File: config.mk
export PLATFORM = sky130hd
export DESIGN_NAME = sumlink_rx
export DESIGN_NICKNAME = d
export VERILOG_FILES = /design/src/rtl/sumlink_rx_pkg.sv /design/src/rtl/sumlink_dly.sv /design/src/rtl/sumlink_rx.sv
export SDC_FILE = /design/constraint.sdc
export NUM_CORES = 1
export LEC_CHECK = 0
export ABC_AREA = 1
export CORE_ASPECT_RATIO = 0.9
export CORE_MARGIN = 2
export CORE_UTILIZATION = 25
export DETAILED_ROUTE_END_ITERATION = 16
export GPL_ROUTABILITY_DRIVEN = 0
export HOLD_SLACK_MARGIN = 0.12
export MAX_ROUTING_LAYER = met4
export PLACE_DENSITY = 0.37
export SLEW_MARGIN = 25
export SYNTH_ARGS = -nofsm -noshare
export SYNTH_HDL_FRONTEND = slang
export SYNTH_HIERARCHICAL = 1
export SYNTH_SLANG_ARGS = --single-unit
File: constraint.sdc
create_clock -name clk -period 2.1 [get_ports clk]
set_clock_uncertainty 0.1 [all_clocks]
set_input_delay 0.42 -clock clk [delete_from_list [all_inputs] [get_ports clk]]
set_output_delay 0.42 -clock clk [all_outputs]
set_load 0.05 [all_outputs]
File: src/rtl/sumlink_rx_pkg.sv
// Shared constants and word classification for the partial-sum link receiver.
package sumlink_rx_pkg;

  localparam logic [15:0] CH_COMMA = 16'h00BC;

  localparam logic [1:0] ST_LOST   = 2'b00;
  localparam logic [1:0] ST_HUNT   = 2'b01;
  localparam logic [1:0] ST_LOCKED = 2'b10;

  typedef enum logic [1:0] {
    WC_COMMA = 2'd0,
    WC_DATA  = 2'd1,
    WC_ERR   = 2'd2
  } word_class_e;

  // Any K-character other than K28.5 is treated as a coding error.
  function automatic word_class_e classify(input logic [15:0] d, input logic k, input logic e);
    if (e) return WC_ERR;
    if (k) return (d == CH_COMMA) ? WC_COMMA : WC_ERR;
    return WC_DATA;
  endfunction

endpackage

File: src/rtl/sumlink_dly.sv
// Variable-tap delay line for {valid, data} with output blanking after a tap change.
module sumlink_dly
  import sumlink_rx_pkg::*;
#(
  parameter int DMAX = 16,
  parameter int DW   = $clog2(DMAX)
) (
  input  logic          clk,
  input  logic          rst_n,
  input  logic [DW-1:0] delay,
  input  logic          in_valid,
  input  logic [15:0]   in_data,
  output logic          out_valid,
  output logic [15:0]   out_data
);

  localparam int            BW        = $clog2(DMAX + 2);
  localparam logic [BW-1:0] BLANK_LEN = BW'(DMAX + 1);
  localparam logic [DW-1:0] ONE       = DW'(1);

  logic [16:0]   line_q [DMAX-1];
  logic [16:0]   line_d [DMAX-1];
  logic [DW-1:0] delay_q;
  logic [BW-1:0] blank_q, blank_d;
  logic          out_valid_q, out_valid_d;
  logic [15:0]   out_data_q, out_data_d;
  logic [16:0]   tap;
  logic [DW-1:0] tap_idx;
  logic          changed;

  always_comb begin
    line_d[0] = {in_valid, in_data};
    for (int i = 1; i < DMAX - 1; i++) line_d[i] = line_q[i-1];
  end

  // Tap 0 bypasses the line so the output register alone sets the minimum latency.
  always_comb begin
    tap_idx = delay - ONE;
    tap     = (delay == '0) ? {in_valid, in_data} : line_q[tap_idx];
    changed = (delay != delay_q);
    if (changed)              blank_d = BLANK_LEN;
    else if (blank_q != '0)   blank_d = blank_q - BW'(1);
    else                      blank_d = blank_q;
    out_valid_d = tap[16] && !changed && (blank_q == '0);
    out_data_d  = out_valid_d ? tap[15:0] : 16'h0000;
  end

  always_ff @(posedge clk or negedge rst_n) begin
    if (!rst_n) begin
      for (int i = 0; i < DMAX - 1; i++) line_q[i] <= '0;
      delay_q     <= '0;
      blank_q     <= '0;
      out_valid_q <= 1'b0;
      out_data_q  <= 16'h0000;
    end else begin
      for (int i = 0; i < DMAX - 1; i++) line_q[i] <= line_d[i];
      delay_q     <= delay;
      blank_q     <= blank_d;
      out_valid_q <= out_valid_d;
      out_data_q  <= out_data_d;
    end
  end

  assign out_valid = out_valid_q;
  assign out_data  = out_data_q;

endmodule

File: src/rtl/sumlink_rx.sv
// Partial-sum link receiver: word classification, lock FSM, error counter, alignment delay.
module sumlink_rx
  import sumlink_rx_pkg::*;
#(
  parameter int DMAX  = 16,
  parameter int NLOCK = 4,
  parameter int TMO   = 1024,
  parameter int DW    = $clog2(DMAX)
) (
  input  logic          clk,
  input  logic          rst_n,
  input  logic [15:0]   rxdata,
  input  logic          rxisk,
  input  logic          rxerr,
  input  logic [DW-1:0] delay,
  input  logic          errclr,
  output logic [15:0]   sumout,
  output logic          sumvalid,
  output logic          locked,
  output logic [1:0]    state,
  output logic [15:0]   errcnt
);

  localparam int            CW       = $clog2(NLOCK + 1);
  localparam int            TW       = $clog2(TMO);
  localparam logic [CW-1:0] NLOCK_C  = CW'(NLOCK);
  localparam logic [TW-1:0] TMO_LAST = TW'(TMO - 1);

  logic [15:0]   rxdata_q;
  logic          rxisk_q, rxerr_q;
  logic [1:0]    state_q, state_d;
  logic [CW-1:0] comma_q, comma_d, comma_inc;
  logic [TW-1:0] tmo_q, tmo_d;
  logic [15:0]   errcnt_q, errcnt_d;
  word_class_e   wc;
  logic          is_err, word_valid;

  always_comb begin
    wc         = classify(rxdata_q, rxisk_q, rxerr_q);
    is_err     = (wc == WC_ERR);
    word_valid = (wc == WC_DATA) && (state_q == ST_LOCKED);
    comma_inc  = comma_q + CW'(1);
  end

  always_comb begin
    state_d = state_q;
    comma_d = comma_q;
    tmo_d   = tmo_q;
    case (state_q)
      ST_LOST: begin
        if (wc == WC_COMMA) begin
          state_d = ST_HUNT;
          comma_d = CW'(1);
          tmo_d   = '0;
        end
      end
      ST_HUNT, ST_LOCKED: begin
        if (wc == WC_COMMA) begin
          tmo_d = '0;
          if (state_q == ST_HUNT) begin
            comma_d = comma_inc;
            if (comma_inc == NLOCK_C) state_d = ST_LOCKED;
          end
        end else if (is_err || (tmo_q == TMO_LAST)) begin
          state_d = ST_LOST;
          comma_d = '0;
          tmo_d   = '0;
        end else begin
          tmo_d = tmo_q + TW'(1);
        end
      end
      default: begin
        state_d = ST_LOST;
        comma_d = '0;
        tmo_d   = '0;
      end
    endcase
  end

  // A same-cycle error survives errclr so no bad word goes uncounted.
  always_comb begin
    errcnt_d = errcnt_q;
    if (errclr)                              errcnt_d = is_err ? 16'd1 : 16'd0;
    else if (is_err && errcnt_q != 16'hFFFF) errcnt_d = errcnt_q + 16'd1;
  end

  always_ff @(posedge clk or negedge rst_n) begin
    if (!rst_n) begin
      rxdata_q <= 16'h0000;
      rxisk_q  <= 1'b0;
      rxerr_q  <= 1'b0;
      state_q  <= ST_LOST;
      comma_q  <= '0;
      tmo_q    <= '0;
      errcnt_q <= 16'h0000;
    end else begin
      rxdata_q <= rxdata;
      rxisk_q  <= rxisk;
      rxerr_q  <= rxerr;
      state_q  <= state_d;
      comma_q  <= comma_d;
      tmo_q    <= tmo_d;
      errcnt_q <= errcnt_d;
    end
  end

  sumlink_dly #(.DMAX(DMAX), .DW(DW)) u_dly (
    .clk      (clk),
    .rst_n    (rst_n),
    .delay    (delay),
    .in_valid (word_valid),
    .in_data  (rxdata_q),
    .out_valid(sumvalid),
    .out_data (sumout)
  );

  assign locked = (state_q == ST_LOCKED);
  assign state  = state_q;
  assign errcnt = errcnt_q;

endmodule

==> flow_results.xml <==
<?xml version="1.0" encoding="UTF-8"?>
<metrics>
  <group name="synth">
    <metric name="ys_ff_latch" unit="">330</metric>
    <metric name="yosys-top-cells-area" unit="">sky130_fd_sc_hd__dfrtp_1 (65%), sky130_fd_sc_hd__nand2_1 (12%), sky130_fd_sc_hd__nand3_1 (9.8%)</metric>
    <metric name="synth.largest_area_cell" unit="">sky130_fd_sc_hd__dfrtp_1</metric>
    <metric name="count_of_flip_flops_with_a_built_in_enable_after_synthesis" unit="">0</metric>
    <metric name="dominantRegCellSynth" unit="">sky130_fd_sc_hd__dfrtp_1</metric>
    <metric name="sequential_to_total_area_share_from_yosys_stat" unit="">0.654</metric>
    <metric name="ys_async_sr_fraction" unit="">1.00</metric>
    <metric name="syn-cell-area" unit="sq um">12600</metric>
    <metric name="yosys.area_share.adder" unit="">0.0109</metric>
    <metric name="ys.warnings.count" unit="">6</metric>
    <metric name="synthCells" unit="">1266</metric>
    <metric name="synth-xor-area-share" unit="">0.0118</metric>
    <metric name="syn-mean-instance-area" unit="sq um">9.97</metric>
    <metric name="dominant_combinational_cell_family_by_area_after_synthesis" unit="">simple AND/OR/NAND/NOR gates</metric>
    <metric name="synth-compound-area-share" unit="">0.0160</metric>
    <metric name="yosys.area.top_type_share" unit="">0.654</metric>
    <metric name="synth_simple_gate_area_frac" unit="">0.265</metric>
    <metric name="synth.mux.area_fraction" unit="">0</metric>
    <metric name="ys_types" unit="">34</metric>
    <metric name="synth.net_count" unit="">1302</metric>
  </group>
  <group name="finish">
    <metric name="leading_cell_types_in_the_layout_fill_and_taps_excluded" unit="">sky130_fd_sc_hd__nand2_1 (398), sky130_fd_sc_hd__dfrtp_1 (328), sky130_fd_sc_hd__nand3_1 (246), sky130_fd_sc_hd__buf_4 (73), sky130_fd_sc_hd__nor2_1 (60)</metric>
    <metric name="num-nets-final" unit="">1418</metric>
    <metric name="post_route_cells_drive_above_1_share" unit="">0.158</metric>
    <metric name="layout.cells.most_common" unit="">sky130_fd_sc_hd__nand2_1</metric>
    <metric name="ff_latch_area" unit="sq um">8260</metric>
    <metric name="fillCellCount" unit="">5268</metric>
    <metric name="layout.core_utilization" unit="">0.317</metric>
    <metric name="multi_input_area" unit="sq um">3850</metric>
    <metric name="final-instance-count-excl-fill" unit="">2090</metric>
    <metric name="area.growth.synth_to_final" unit="%">26.1</metric>
  </group>
  <group name="min_path">
    <metric name="worst_hold_check_path_type" unit="">in -&gt; reg</metric>
  </group>
  <group name="setup_path">
    <metric name="timing.critical_path.cells" unit="">dlygate4sd2_1</metric>
    <metric name="critPathLaunchType" unit="">flop</metric>
    <metric name="path_max_fanout" unit="">2</metric>
    <metric name="critPathArrivalTime" unit="ns">1.55</metric>
    <metric name="worst-endpoint-required" unit="ns">1.58</metric>
    <metric name="path_buf_inv" unit="">1</metric>
    <metric name="cp-end-kind" unit="">output pin</metric>
    <metric name="timing.critical_path.max_delay_family" unit="">buffers and inverters</metric>
    <metric name="worst_setup_path_class" unit="">reg -&gt; out</metric>
    <metric name="biggest_cell_delay_along_the_critical_path" unit="ns">0.56</metric>
    <metric name="crit_slowest_cell" unit="">sky130_fd_sc_hd__dlygate4sd2_1</metric>
  </group>
  <group name="drt">
    <metric name="viasPerCell" unit="">4.15</metric>
    <metric name="totalWireLength" unit="um">33200</metric>
    <metric name="final_antenna_violating_net_count" unit="">0</metric>
    <metric name="routed-via-count" unit="">8669</metric>
    <metric name="post_route_drc" unit="">0</metric>
    <metric name="post_drt_wl_per_cell" unit="um">15.9</metric>
    <metric name="detail_route.first_pass.iterations" unit="">4</metric>
    <metric name="detail_route.iter0.violations" unit="">522</metric>
  </group>
  <group name="grt">
    <metric name="wire_length_of_the_first_global_routing_pass" unit="um">53800</metric>
    <metric name="global_route.usage.total" unit="">0.136</metric>
    <metric name="grt_max_degree" unit="">79</metric>
    <metric name="grt_antenna_before_repair" unit="">0</metric>
    <metric name="number_of_global_route_vias_before_repair" unit="">9121</metric>
    <metric name="grt_remaining_overflow" unit="">0</metric>
  </group>
  <group name="floorplan">
    <metric name="die_w" unit="um">241</metric>
    <metric name="starting_density_of_the_core" unit="">0.252</metric>
    <metric name="design.core.area" unit="sq um">50200</metric>
    <metric name="die_area" unit="sq um">52300</metric>
    <metric name="placementRows" unit="">78</metric>
    <metric name="die_y" unit="um">217</metric>
    <metric name="ioPinCount" unit="">61</metric>
  </group>
  <group name="run">
    <metric name="max-cap-violations" unit="">0</metric>
  </group>
  <group name="clocking">
    <metric name="cts.htree.levels" unit="">2</metric>
    <metric name="tritoncts_num_sinks" unit="">330</metric>
    <metric name="numCtsBuffers" unit="">39</metric>
    <metric name="cts.path.max_buffers" unit="">3</metric>
    <metric name="clock-root-buffer" unit="">sky130_fd_sc_hd__clkbuf_16</metric>
    <metric name="clk_pin_slew" unit="ns">0.06</metric>
    <metric name="clk_latency" unit="ns">0.54</metric>
    <metric name="cts_tree" unit="">built</metric>
  </group>
  <group name="run_status">
    <metric name="status" unit="">completed</metric>
  </group>
  <group name="pwr">
    <metric name="ir_drop" unit="uV">635</metric>
    <metric name="totalPowerFinal" unit="mW">15.9</metric>
    <metric name="pwr_dens" unit="nW/um^2">997</metric>
    <metric name="p_leak" unit="nW">7.43</metric>
  </group>
  <group name="sta">
    <metric name="hold_violations" unit="">0</metric>
    <metric name="maxClockFrequency" unit="MHz">484</metric>
    <metric name="finalSetupViolCount" unit="">0</metric>
    <metric name="min_period_over_period" unit="">0.984</metric>
    <metric name="slew_headroom" unit="">0.649</metric>
    <metric name="slew_violations" unit="">0</metric>
    <metric name="worst_pin_slew" unit="ns">0.529</metric>
    <metric name="setup_repair_after_global_routing_missed_its_margin" unit="">no</metric>
    <metric name="post-route-min-period" unit="ns">2.07</metric>
  </group>
  <group name="place">
    <metric name="place_hpwl" unit="um">20600</metric>
    <metric name="numPortBuffers" unit="">60</metric>
    <metric name="placedCellCount" unit="">2013</metric>
  </group>
</metrics>
[metrics by stage]
| step | setup WS (ns) | area, sq um | hold WS (ns) | setup TNS (ns) |
|---|---|---|---|---|
| CTS | 0.00241 | 15800 | 0.173 | 0 |
| global route | 0.00969 | 15900 | 0.188 | 0 |
| global placement | -0.448 | 14500 | 0.248 | -6.75 |
| finish | 0.0336 | 15900 | 0.208 | 0 |
| detailed placement | -0.473 | 14500 | 0.250 | -7.08 |
| floorplan | 0.0494 | 12700 | 0.0244 | 0 |
[cell usage after synthesis (7+ instances only)]
cell	instances
sky130_fd_sc_hd__xor2_1	15
sky130_fd_sc_hd__nor2_1	61
sky130_fd_sc_hd__o21ai_2	9
sky130_fd_sc_hd__buf_2	44
sky130_fd_sc_hd__nand3_1	246
sky130_fd_sc_hd__o21ai_1	7
sky130_fd_sc_hd__dfrtp_1	330
sky130_fd_sc_hd__nand4_1	11
sky130_fd_sc_hd__inv_1	43
sky130_fd_sc_hd__inv_2	11
sky130_fd_sc_hd__nor2_2	12
sky130_fd_sc_hd__a21oi_1	9
sky130_fd_sc_hd__ha_1	11
sky130_fd_sc_hd__or2_2	16
sky130_fd_sc_hd__nand2_1	400
[flip-flops by register name (all words and copies together) (netlist names)]
| name | flops |
|---|---|
| rxisk_q | 1 |
| u_dly/out_valid | 1 |
| state | 2 |
| rxdata_q | 16 |
| tmo_q | 10 |
| rxerr_q | 1 |
| u_dly/line_d | 238 |
| u_dly/blank_q | 5 |
| u_dly/out_data | 16 |
| u_dly/delay_q | 4 |
| errcnt | 16 |
| comma_q | 3 |
| u_dly/line_q | 17 |
[report_power, final]
group	switching, mW	total [mW]	internal [mW]
Sequential	0.199	6.91	6.71
Combinational	1.29	2.02	0.739
Clock	2.62	6.94	4.31
Total	4.11	15.9	11.8
[area by class of cell]
class                      count  area share
timing repair buffer         133      0.0891
tap                          680      0.0535
antenna                        1    0.000157
clock inverter                 6     0.00661
sequential                   330       0.519
clock buffer                  62      0.0764
multi-input combinational    824       0.242
inverter                      54      0.0131
[metal layers]
metal,global-route usage,wire [um],up-vias
met3,0.0237,1240,42
li1,-,-,4325
met1,0.198,16900,4170
met5,-,0,-
met2,0.191,14400,132
met4,0.0416,621,0
[what timing repair did]
item | CTS | global route
buffers inserted | 0 | 4
gates resized for setup | 10 | 7
hold endpoints to repair | 253 | 0
hold buffers | 2 | 0
endpoints found under the setup margin | 10 | 27
cloned | 0 | 2
[worst paths after layout]
path                                         from                 to  slack, ns  depth (start not counted)
worst min register to register  u_dly/line_d[173]  u_dly/line_d[156]       0.27                          0
worst max register to register          errcnt[1]         errcnt[15]       0.22                         11
worst max-delay path            u_dly/out_data[4]          sumout[4]       0.03                          1
worst min-delay path                   rxdata[11]       rxdata_q[11]       0.21                          1
max in group asynchronous                   rst_n  u_dly/line_d[212]       0.84                          3
min in group asynchronous                   rst_n   u_dly/line_d[53]       0.29                          2
[kinds of logic after synthesis]
logic type / count (synthesis)
XOR/XNOR: 17
AND/OR/NAND/NOR: 765
adder cells (fa/ha/maj): 11
AO/OA/AOI/OAI: 31
flip-flops: 330
buffers and inverters: 112
No activity file was read; power rests on OpenSTA's default activity.
